File: src/rtl/d8_mul_seq.sv
// Sequential 8x8->16 unsigned shift-and-add multiplier borrowing the shared 8-bit ALU.
// Optional early termination on an all-zero remaining multiplier: define D8_MUL_EARLY_EXIT_EN.
module d8_mul_seq #(
    parameter int unsigned DONE_HOLD = 1
) (
    input  logic        clk,
    input  logic        rst_n,
    input  logic        start,
    input  logic        clr,
    input  logic [7:0]  mcand,
    input  logic [7:0]  mplier,
    output logic        busy,
    output logic        done,
    output logic [15:0] prod,
    input  logic [2:0]  cpu_ctrl_alu,
    input  logic [7:0]  cpu_a,
    input  logic [7:0]  cpu_b,
    output logic [2:0]  alu_ctrl_alu,
    output logic [7:0]  alu_a,
    output logic [7:0]  alu_b,
    input  logic [7:0]  alu_s,
    input  logic        alu_c
);

    typedef enum logic [0:0] {StIdle, StRun} state_e;

    state_e      state_q, state_d;
    logic [7:0]  mc_q, mc_d;
    logic [7:0]  hi_q, hi_d;
    logic [7:0]  lo_q, lo_d;
    logic [2:0]  cnt_q, cnt_d;
    logic [15:0] prod_q, prod_d;
    logic        done_q, done_d;

`ifdef D8_MUL_EARLY_EXIT_EN
    logic [7:0]  remain_mask;
    logic [3:0]  exit_shamt;
    logic [15:0] exit_prod;

    // lo[7-cnt:0] still holds unconsumed multiplier bits; the rest is product.
    assign remain_mask = 8'hFF >> cnt_q;
    assign exit_shamt  = 4'd8 - {1'b0, cnt_q};
    assign exit_prod   = {hi_q, lo_q} >> exit_shamt;
`endif

    always_comb begin
        state_d      = state_q;
        mc_d         = mc_q;
        hi_d         = hi_q;
        lo_d         = lo_q;
        cnt_d        = cnt_q;
        prod_d       = prod_q;
        done_d       = (DONE_HOLD != 0) ? done_q : 1'b0;
        alu_ctrl_alu = cpu_ctrl_alu;
        alu_a        = cpu_a;
        alu_b        = cpu_b;

        if (state_q == StRun) begin
            alu_ctrl_alu = 3'b001;
            alu_a        = hi_q;
            alu_b        = lo_q[0] ? mc_q : 8'h00;
        end

        if (clr) begin
            state_d = StIdle;
            done_d  = 1'b0;
        end else begin
            unique case (state_q)
                StIdle: begin
                    if (start) begin
                        mc_d    = mcand;
                        hi_d    = 8'h00;
                        lo_d    = mplier;
                        cnt_d   = 3'd0;
                        done_d  = 1'b0;
                        state_d = StRun;
                    end
                end
                StRun: begin
`ifdef D8_MUL_EARLY_EXIT_EN
                    if ((lo_q & remain_mask) == 8'h00) begin
                        prod_d  = exit_prod;
                        done_d  = 1'b1;
                        state_d = StIdle;
                    end else
`endif
                    begin
                        // 9-bit sum shifted right one place keeps the carry.
                        hi_d  = {alu_c, alu_s[7:1]};
                        lo_d  = {alu_s[0], lo_q[7:1]};
                        cnt_d = cnt_q + 3'd1;
                        if (cnt_q == 3'd7) begin
                            prod_d  = {alu_c, alu_s, lo_q[7:1]};
                            done_d  = 1'b1;
                            state_d = StIdle;
                        end
                    end
                end
                default: state_d = StIdle;
            endcase
        end
    end

    always_ff @(posedge clk or negedge rst_n) begin
        if (!rst_n) begin
            state_q <= StIdle;
            mc_q    <= 8'h00;
            hi_q    <= 8'h00;
            lo_q    <= 8'h00;
            cnt_q   <= 3'd0;
            prod_q  <= 16'h0000;
            done_q  <= 1'b0;
        end else begin
            state_q <= state_d;
            mc_q    <= mc_d;
            hi_q    <= hi_d;
            lo_q    <= lo_d;
            cnt_q   <= cnt_d;
            prod_q  <= prod_d;
            done_q  <= done_d;
        end
    end

    assign busy = (state_q == StRun);
    assign done = done_q;
    assign prod = prod_q;

endmodule

File: config.mk
export PLATFORM = sky130hd
export DESIGN_NAME = d8_mul_seq
export DESIGN_NICKNAME = d
export VERILOG_FILES = /design/src/rtl/d8_mul_seq.sv
export SDC_FILE = /design/constraint.sdc
export NUM_CORES = 1
export LEC_CHECK = 0
export CORE_MARGIN = 2
export CORE_UTILIZATION = 44
export CTS_BUF_LIST = sky130_fd_sc_hd__clkbuf_2
export CTS_CLUSTER_DIAMETER = 150
export DETAILED_ROUTE_END_ITERATION = 8
export GPL_ROUTABILITY_DRIVEN = 0
export PLACE_DENSITY = 0.86
export SYNTH_ARGS = -nofsm -noshare
export SYNTH_HDL_FRONTEND = slang
export SYNTH_SLANG_ARGS = --single-unit
File: constraint.sdc
create_clock -name clk -period 1.9 [get_ports clk]
set_input_delay 0.19 -clock clk [delete_from_list [all_inputs] [get_ports clk]]
set_output_delay 0.19 -clock clk [all_outputs]
set_load 0.05 [all_outputs]
==> results.md <==
- Outcome: finished clean
- Static leakage: 1.425 nW
- Nets: 293
- Crit path cell chain: clkdlybuf4s50_1
- Die Wd: 72.69 um
- Commonest non-fill, non-tap cell in the layout: clkdlybuf4s50_1
- Clock Skew: 0.02897 ns
- DR iter-0 viols: 122
- RSZ-0062 raised after global routing: no
- Min Tclk post-route: 1.838 ns
- Flops & latches, synth: 45
- Area leader, netlist: dfrtp_1
- Crit path DAT: 1.65 ns
- Seq pwr share: 48.3%
- CTS tree: yes
- Vias in the first global route: 1563
- Crit-path max FO: 2
- Share of cells above drive strength 1: 31.69%
- Comb power frac: 30.0%
- Worst min path class: in -> async
- Final setup viols: 0
- Pwr Density: 772.2 nW/um^2
- Syn Area/Cell: 13.84 um^2
- Crit. End Element: output pin
- Maximum VDD drop: 0.5036 mV
- GR Util met3: 4.420%
- H-tree depth: 2
- Max Fclk: 544.1 MHz
- Commonest cells after routing, fill and taps aside: 63 x clkdlybuf4s50_1, 45 x dfrtp_1, 25 x buf_4
- Worst setup path category: reg -> out
- CTS Buffer Depth: 2
- I/O pin total: 85
- Bufs and invs on worst path: 1
- Gate Count Post-Synth: 150
- Remaining antenna violation count: 0
- Met1 global-route usage: 26.58%
- Area contributors post-synth: dfrtp_1 54%, mux2_4 13%, a22o_1 7.6%, mux2_2 7.6%, o22ai_1 4.2%
- CTS root buf: clkbuf_2
- DR pass1 iterations: 4
- Register area share after synthesis: 54.25%
- Clock Latency Late Sink: 0.42 ns
- Post-DP Area: 2974 um^2
- Clock-pin slew on the worst setup and hold paths: 0.22 ns
- Max stage delay on crit path: 0.81 ns
- Ys Warns: 0
- Top Usage Layer GRT: met2
- First-pass GRT wire length: 7762 um
- Final Cell Area: 3069 um^2
- Number of antenna violations at the first check in global routing: 0
- Initial core utilization: 46.71%
- Grt ovf: 0
- Post-Syn Area: 2076 um^2
- Worst Path Required: 1.71 ns
- Die outline height: 72.69 um
- Area delta synth->final: 47.86%
- Tot GR Track Use: 19.06%
- Syn nets: 200
- Row count: 24
- Met2 GRT Util: 29.70%
- Drc violations: 0
- Num CTS Buffers: 5
- Headroom to the max-slew limit: 63.41%
- DP Worst Slack: 0.1026 ns
- Final Cycle Share: 96.73%
- Setup tns final: 0 ns
- Top-area cell type share of the netlist area: 54.25%
- Final wirelength: 4724 um
- Number of port buffers: 84
- Routed vias: 1568
- Die area: 5283 um^2
- Final hold vios: 0
- Max cap viols: 0
- Sw frac: 31.48%
- CP startpoint kind: flop
- Clock power frac: 21.7%
- Via density: 5.315
- ANT cells: 0
- Count of cell types in the netlist: 23
- DP HPWL: 3434 um
- Switch Pwr: 0.7461 mW
- Worst path slowest cell: clkdlybuf4s50_1
- Int Pwr: 1.624 mW
- CP delay by family, top: buffers and inverters
- Worst setup margin: 0.06211 ns
- Largest net degree at the start of global routing: 46
- Slew Limit Fails: 0
- Core area: 4444 um^2
- Clock sinks: 45
- Worst Tran Pin Value: 0.5488 ns
- Avg WL per Cell: 16.01 um
==> sequential cells by signal, summed over array words and instances (netlist names) <==
register	cells
busy	1
cnt_q	3
done	1
hi_q	8
lo_q	8
mc_q	8
prod	16
==> kinds of logic after synthesis <==
| logic type | after synthesis | synth area share [%] |
|---|---|---|
| buffers and inverters | 13 | 3.918 |
| and+or+nand+nor | 12 | 4.521 |
| DFF | 45 | 54.25 |
| adders and majority gates | 2 | 1.205 |
| AOI/OAI and AO/OA | 46 | 15.49 |
| muxes | 32 | 20.61 |
==> cell usage after synthesis <==
cell type  instances
buf_6              3
nor2b_4            1
o32ai_1            1
o22ai_1           14
nand2_2            1
nor2_8             1
a21oi_1           10
clkbuf_1           1
o21ai_0            2
ha_1               2
buf_4              1
and2_1             1
buf_2              5
dfrtp_1           45
o21bai_1           1
inv_1              3
or2_2              1
nand2b_1           4
mux2_2            14
a22o_1            18
nor2b_1            2
mux2_4            18
nand2_1            1
==> path summary, 6_finish.rpt <==
path                                 from  slack (ns)  depth (start not counted)  endpoint
worst max register to register   cnt_q[0]        0.31                          5   prod[5]
max in group asynchronous           rst_n        1.17                          3   lo_q[0]
worst min-delay path                rst_n        0.33                          3  prod[12]
worst min register to register   cnt_q[0]        0.52                          1  cnt_q[0]
worst max-delay path             prod[13]        0.06                          1  prod[13]
min in group clk                mplier[4]        0.36                          3   lo_q[4]
==> cell type report <==
cell class | count | area [um^2]
Sequential cell | 45 | 1126
Fill cell | 324 | 1375
Clock buffer | 5 | 25.02
Tap cell | 52 | 65.06
Inverter | 3 | 15.01
Timing Repair Buffer | 95 | 924.6
Clock inverter | 2 | 35.03
Timing Repair inverter | 1 | 7.507
Multi-Input combinational cell | 92 | 870.8
==> timing repair <==
action,in CTS,in global routing
hold endpoints to repair,45,0
buffers inserted,1,0
cloned,1,0
resized for setup,3,2
setup endpoints to repair,8,8
hold buffers,1,0
==> stage by stage <==
step                power, mW  util [%]  hold WS [ns]  cells
floorplan               1.585         -       -0.1056    150
global placement        1.849     66.92        0.2984    285
detailed placement      1.862     66.92        0.3015    285
CTS                     2.380     68.92        0.3502    295
global route            2.467     69.06        0.3705    295
finish                  2.370     69.06        0.3335    295
==> power by group through the flow <==
stage | Clock [mW] | Combinational, mW | Sequential (mW)
after floorplan | 0 | 0.404 | 1.18
after global placement | 0 | 0.689 | 1.16
after detailed placement | 0 | 0.701 | 1.16
after CTS | 0.521 | 0.714 | 1.14
after global routing | 0.551 | 0.755 | 1.16
final | 0.514 | 0.710 | 1.15
==> routing by layer <==
metal / vias to the layer above / share of wire (%)
li1: 741 / -
met3: 5 / 7.1
met4: 0 / 1.2
met1: 764 / 45
met2: 58 / 46
met5: - / 0
(Power assumes the default switching activity.)
